===== src/rtl/frankie_mon_pkg.sv =====
// frankie_mon_pkg: shared state encoding and checkpoint entry layout for the Frankie run monitor
package frankie_mon_pkg;
   localparam int MON_DATA_W = 16;
   localparam int MON_REG_AW = 3;
   localparam int MON_CYC_W  = 16;
   typedef enum logic [1:0] {ST_IDLE, ST_RUN, ST_DONE} state_e;
   typedef struct packed {
      logic [MON_CYC_W-1:0]  cycle;
      logic [MON_REG_AW-1:0] reg_idx;
      logic [MON_DATA_W-1:0] value;
   } entry_t;
endpackage


===== src/rtl/frankie_shadow_regs.sv =====
// frankie_shadow_regs: shadow register file with write-to-read forwarding
module frankie_shadow_regs #(
   parameter int DATA_W = 16,
   parameter int REG_AW = 3
) (
   input  logic              clock,
   input  logic              reset,
   input  logic              wr_en,
   input  logic [REG_AW-1:0] wr_addr,
   input  logic [DATA_W-1:0] wr_data,
   input  logic [REG_AW-1:0] rd_addr,
   output logic [DATA_W-1:0] rd_data
);
   localparam int N = 2 ** REG_AW;
   logic [DATA_W-1:0] regs_q [N];
   logic [DATA_W-1:0] regs_d [N];
   always_comb begin
      regs_d = regs_q;
      if (wr_en) regs_d[wr_addr] = wr_data;
   end
   always_ff @(posedge clock) begin
      if (!reset) begin
         for (int i = 0; i < N; i++) regs_q[i] <= '0;
      end else begin
         regs_q <= regs_d;
      end
   end
   // a write landing in the checked cycle must be visible to the check
   assign rd_data = (wr_en && wr_addr == rd_addr) ? wr_data : regs_q[rd_addr];
endmodule


===== src/rtl/frankie_checkpoint_monitor.sv =====
// frankie_checkpoint_monitor: shadows core writebacks and checks a cycle-indexed checkpoint table
module frankie_checkpoint_monitor
   import frankie_mon_pkg::*;
#(
   parameter int DATA_W     = MON_DATA_W,
   parameter int REG_AW     = MON_REG_AW,
   parameter int NUM_CHECKS = 16,
   parameter int CYC_W      = MON_CYC_W,
   parameter int MAX_CYCLES = 4096
) (
   input  logic                            clock,
   input  logic                            reset,
   input  logic                            cfg_wr,
   input  logic [$clog2(NUM_CHECKS)-1:0]   cfg_idx,
   input  logic [CYC_W-1:0]                cfg_cycle,
   input  logic [REG_AW-1:0]               cfg_reg,
   input  logic [DATA_W-1:0]               cfg_value,
   input  logic [$clog2(NUM_CHECKS):0]     cfg_count,
   input  logic                            start,
   input  logic                            wb_en,
   input  logic [REG_AW-1:0]               wb_addr,
   input  logic [DATA_W-1:0]               wb_data,
   output logic                            busy,
   output logic                            done,
   output logic                            pass,
   output logic                            timeout,
   output logic [$clog2(NUM_CHECKS)-1:0]   fail_idx,
   output logic [DATA_W-1:0]               fail_value,
   output logic [CYC_W-1:0]                cycle_count
);
   localparam int IW = $clog2(NUM_CHECKS);
   localparam int CW = IW + 1;
   localparam logic [CYC_W-1:0] MAX_C = CYC_W'(MAX_CYCLES);
   state_e            state_q, state_d;
   logic [CYC_W-1:0]  cycle_q, cycle_d;
   logic [IW-1:0]     ptr_q, ptr_d;
   logic [CW-1:0]     count_q, count_d;
   logic              done_q, done_d;
   logic              pass_q, pass_d;
   logic              timeout_q, timeout_d;
   logic [IW-1:0]     fail_idx_q, fail_idx_d;
   logic [DATA_W-1:0] fail_value_q, fail_value_d;
   entry_t            table_q [NUM_CHECKS];
   entry_t            entry_d;
   entry_t            cur;
   logic              table_we;
   logic [DATA_W-1:0] fwd;
   logic              due, match, last;
   assign entry_d  = '{cycle: cfg_cycle, reg_idx: cfg_reg, value: cfg_value};
   assign table_we = cfg_wr && state_q == ST_IDLE;
   assign cur      = table_q[ptr_q];
   // entries behind the counter are checked as soon as they become current
   assign due      = cur.cycle <= cycle_q;
   assign match    = fwd == cur.value;
   assign last     = (CW'(ptr_q) + CW'(1)) == count_q;
   frankie_shadow_regs #(.DATA_W(DATA_W), .REG_AW(REG_AW)) u_shadow (
      .clock   (clock),
      .reset   (reset),
      .wr_en   (wb_en),
      .wr_addr (wb_addr),
      .wr_data (wb_data),
      .rd_addr (cur.reg_idx),
      .rd_data (fwd)
   );
   always_comb begin
      state_d      = state_q;
      cycle_d      = cycle_q;
      ptr_d        = ptr_q;
      count_d      = count_q;
      done_d       = done_q;
      pass_d       = pass_q;
      timeout_d    = timeout_q;
      fail_idx_d   = fail_idx_q;
      fail_value_d = fail_value_q;
      if (state_q != ST_RUN) begin
         if (start) begin
            state_d      = ST_RUN;
            cycle_d      = '0;
            ptr_d        = '0;
            count_d      = cfg_count;
            done_d       = 1'b0;
            pass_d       = 1'b0;
            timeout_d    = 1'b0;
            fail_idx_d   = '0;
            fail_value_d = '0;
         end
      end else begin
         // timeout outranks any checkpoint decided in the same cycle
         if (count_q == '0) {done_d, pass_d} = 2'b11;
         else if (cycle_q >= MAX_C) {done_d, timeout_d} = 2'b11;
         else if (due && !match) begin
            done_d       = 1'b1;
            fail_idx_d   = ptr_q;
            fail_value_d = fwd;
         end
         else if (due && last) {done_d, pass_d} = 2'b11;
         else if (due) ptr_d = ptr_q + 1'b1;
         if (done_d) state_d = ST_DONE;
         else cycle_d = cycle_q + 1'b1;
      end
   end
   always_ff @(posedge clock) begin
      if (!reset) begin
         state_q      <= ST_IDLE;
         cycle_q      <= '0;
         ptr_q        <= '0;
         count_q      <= '0;
         done_q       <= 1'b0;
         pass_q       <= 1'b0;
         timeout_q    <= 1'b0;
         fail_idx_q   <= '0;
         fail_value_q <= '0;
      end else begin
         state_q      <= state_d;
         cycle_q      <= cycle_d;
         ptr_q        <= ptr_d;
         count_q      <= count_d;
         done_q       <= done_d;
         pass_q       <= pass_d;
         timeout_q    <= timeout_d;
         fail_idx_q   <= fail_idx_d;
         fail_value_q <= fail_value_d;
      end
   end
   always_ff @(posedge clock) begin
      if (table_we) table_q[cfg_idx] <= entry_d;
   end
   assign busy        = state_q == ST_RUN;
   assign done        = done_q;
   assign pass        = pass_q;
   assign timeout     = timeout_q;
   assign fail_idx    = fail_idx_q;
   assign fail_value  = fail_value_q;
   assign cycle_count = cycle_q;
endmodule


===== config.mk =====
export PLATFORM = sky130hd
export DESIGN_NAME = frankie_checkpoint_monitor
export DESIGN_NICKNAME = d
export VERILOG_FILES = /design/src/rtl/frankie_mon_pkg.sv /design/src/rtl/frankie_shadow_regs.sv /design/src/rtl/frankie_checkpoint_monitor.sv
export SDC_FILE = /design/constraint.sdc
export NUM_CORES = 1
export LEC_CHECK = 0
export BUFFER_PORTS_ARGS = -buffer_cell sky130_fd_sc_hd__buf_2
export CAP_MARGIN = 20
export CORE_ASPECT_RATIO = 1.2
export CORE_MARGIN = 10
export CORE_UTILIZATION = 46
export CTS_CLUSTER_DIAMETER = 60
export DETAILED_ROUTE_END_ITERATION = 6
export GPL_ROUTABILITY_DRIVEN = 0
export PLACE_DENSITY = 0.63
export SYNTH_ARGS = -nofsm -noshare
export SYNTH_HDL_FRONTEND = slang
export SYNTH_HIERARCHICAL = 1
export SYNTH_SLANG_ARGS = --single-unit

===== constraint.sdc =====
create_clock -name clock -period 6.9 [get_ports clock]
set_input_delay 0.69 -clock clock [delete_from_list [all_inputs] [get_ports clock]]
set_output_delay 0.69 -clock clock [all_outputs]
set_load 0.02 [all_outputs]

==> impl_metrics.csv <==
group,metric,value,unit
outcome,result_of_the_run,"completed",
sta,grt_setup_unrepaired,"false",
synth,syn_area,0.0307,sq mm
clock_network,clock_path_buffers,3,
finish,area.sequential,0.0205,sq mm
job,timing.max_cap.violations,0,
clock_network,clk_root_buffer_cell,"clkbuf_16",
synth,netlist-cell-type-count,72,
place,portBuffers,107,
synth,netlist_instances,1913,
worst_hold_path,holdCritPathClass,"primary input to flop",
pwr,cellPowerDensity,267,mW/mm^2
place,place_ws,1.17,ns
sta,finalClockSkew,0.0204,ns
drt,detail_route.wirelength,78.3,mm
die,die_h,303,microns
finish,filler_cell_count,5377,
sta,final_min_period_over_clock_period,83.0,%
drt,drc,0,
worst_hold_path,worstHoldStart,"cfg_count[4]",
die,floorplan_die_width,256,microns
setup_path,crit_path_cell_trace,"mux4_2, mux4_2, xnor2_1, nand4_4, mux2_4, inv_1, xnor2_1, and3_1, nor3_1, o41ai_1, and4b_1, and4_1, mux2i_1, and2_1",
finish,area_of_combinational_cells_with_multiple_inputs,0.00951,sq mm
finish,final_common_cell,"edfxtp_1",
grt,grt_start_max_net_pins,115,
synth,synth_warnings,6,
grt,globalRouteOverflowTotal,0,
die,core_area,0.0660,sq mm
pwr,ir_drop,220,uV
grt,antenna_found_initial,15,
grt,grt_pass1_wl,116,mm
synth,postSynthRegisterBits,742,
sta,hold_viol,0,
drt,drt-pass1-iter-count,5,
setup_path,worst_path_largest_cell_delay,0.83,ns
clock_network,cts_tree,"built",
synth,synth_edf_count,560,
setup_path,critical_path.endpoint_type,"flop",
sta,timing.max_slew.rel_slack,22.7,%
drt,dr_total_vias,16900,
synth,synth_ff_type,"edfxtp_1",
setup_path,crit_slowest_cell,"mux4_2",
die,placement_rows,103,
clock_network,cts.sinks,742,
sta,worst_pin_slew,1.15,ns
synth,postSynth.asyncResetShare,0,%
finish,drive_gt1_share,24.3,%
setup_path,worstPathRequired,7.46,ns
synth,syn-mean-instance-area,16.0,sq um
sta,holdWs,0.332,ns
drt,via_per_inst,5.71,
sta,post_route_setup_tns,0,ns
clock_network,cts_hold_buf,0,
clock_network,clock_latency,0.63,ns
die,floorplan.initialDensity,46.5,%
sta,finalSetupViolations,0,
pwr,leakagePower,11.2,nW
setup_path,path_delay_family,"multiplexers",
clock_network,h-tree-depth,3,
setup_path,worstPathBufferInverterCount,1,
die,dieArea,0.0774,sq mm
die,io-pin-count,108,
setup_path,worst_path_max_fanout,26,
finish,area_growth_syn_to_layout,12.7,%
grt,grt_use_total,20.0,%
grt,number_of_global_route_vias_before_repair,17800,
clock_network,cts_buffers,78,
place,dpl.hpwl,46.1,mm
clock_network,cts.reportedPaths.clkPinSlew,0.06,ns
sta,upper_clock_frequency_limit,0.175,GHz
drt,drt.antenna.violating_nets,0,
clock_network,post-cts-setup-buffers,0,
finish,mostFrequentLayoutCells,"edfxtp_1 (560), nand2_1 (280), mux4_2 (179)",
setup_path,path_class,"flop to flop",
drt,drt-wirelength-per-cell,26.4,microns
synth,yosysSeqAreaShare,66.7,%
drt,detailedRoute.firstIterationViolations,1206,
sta,fin_crit,5.73,ns
setup_path,arrival_time_of_data_at_the_critical_path_endpoint,6.28,ns
sta,pins_over_slew_limit,0,
setup_path,start_kind,"flop",
synth,mappedNetlistNets,2000,
finish,num-nets-final,2094,
sta,worst_slack,1.17,ns
clock_network,cts_resized,0,
[synthesized netlist by cell type, types with 3 or more instances]
cell | number | area [sq um]
o2111ai_1 | 3 | 26.3
and4b_1 | 4 | 40.0
mux2i_1 | 48 | 480
xnor2_1 | 33 | 289
a211o_1 | 3 | 26.3
and2_1 | 8 | 50.1
and4_1 | 5 | 43.8
a21o_1 | 7 | 52.6
o21ai_0 | 3 | 15.0
a211oi_1 | 4 | 30.0
nand2_1 | 280 | 1050
inv_1 | 40 | 150
a21boi_0 | 118 | 886
nand4_1 | 7 | 43.8
a21boi_1 | 13 | 97.6
and3_1 | 28 | 175
buf_2 | 33 | 165
buf_6 | 7 | 78.8
edfxtp_1 | 560 | 16800
nor2b_1 | 11 | 68.8
clkbuf_1 | 70 | 263
nand4b_1 | 3 | 26.3
mux2_4 | 16 | 240
nand3_1 | 11 | 55.1
nor4_1 | 9 | 56.3
a21oi_1 | 15 | 75.1
mux2_2 | 22 | 248
o21a_1 | 26 | 195
ha_1 | 19 | 238
a22oi_1 | 4 | 30.0
buf_4 | 12 | 90.1
nor2_1 | 53 | 199
buf_1 | 5 | 18.8
nor3_1 | 13 | 65.1
mux4_1 | 3 | 78.8
o211ai_1 | 3 | 22.5
o2bb2ai_1 | 3 | 26.3
nand4bb_1 | 3 | 33.8
mux4_2 | 179 | 4030
nand2b_1 | 10 | 62.6
dfxtp_1 | 182 | 3640
[path summary, 6_finish.rpt]
path / endpoint / slack, ns / depth (start not counted)
hold reg to reg: u_shadow/regs_q[105] / 0.46 / 2
setup / recovery: flop / 1.17 / 14
setup reg to reg: flop / 1.17 / 14
hold / removal: count_q[4] / 0.33 / 3
[worst register-to-register path: cells and delay by family (launching register included)]
kind | cells | cell delay [ns]
buffers and inverters | 1 | 0.15
multiplexers | 4 | 2.39
AO/OA/AOI/OAI | 1 | 0.23
flip-flops | 1 | 0.69
AND/OR/NAND/NOR | 6 | 1.64
XOR/XNOR | 2 | 0.58
[cell families after synthesis]
group,after synthesis,synth area share (%)
fa+ha+maj,19,0.775
compound gates,217,5.30
xor+xnor,35,0.999
buf+inv,171,2.67
mux,268,16.6
simple gates,461,6.99
flops,742,66.7
[report_power, final]
part	switching [mW]	leakage [nW]	total [mW]	internal (mW)
sequential	0.0208	6.52	4.87	4.85
combinational	0.198	3.46	0.288	0.0893
clock	1.74	1.19	4.05	2.32
total	1.96	11.2	9.22	7.26
[sequential cells by signal, indices dropped and copies added (netlist names), named ones only]
name,flops
count_q,5
pass,1
done,1
ptr_q,4
fail_value,16
fail_idx,4
table_q,560
u_shadow/regs_q,128
cycle_count,16
timeout,1
state_q,2
[layout make-up]
class	instances	area share, %
inverter	41	0.445
clock buffer	100	5.95
sequential	742	59.2
antenna	3	0.0217
multi-input combinational	1000	27.5
timing repair buffer	144	2.41
clock inverter	42	1.19
tap	892	3.23
[metal layers]
| layer | track usage (%) | vias up | wire length, microns |
|---|---|---|---|
| li1 | - | 7494 | - |
| met1 | 23.0 | 8721 | 29400 |
| met2 | 37.1 | 548 | 42500 |
| met3 | 3.38 | 138 | 4270 |
| met4 | 7.40 | 12 | 2060 |
| met5 | 0 | - | 73 |
[per-stage QoR]
step / power, mW / instance area (sq um) / util [%] / std cells
finish: 9.22 / 34600 / 52.4 / 2964
global route: 9.50 / 34600 / 52.4 / 2964
CTS: 9.29 / 34500 / 52.3 / 2960
detailed placement: 5.26 / 32100 / 48.6 / 2818
global placement: 5.24 / 32000 / 48.6 / 2816
floorplan: 5.12 / 30700 / - / 1913
Power figures use the tool's default switching activity.
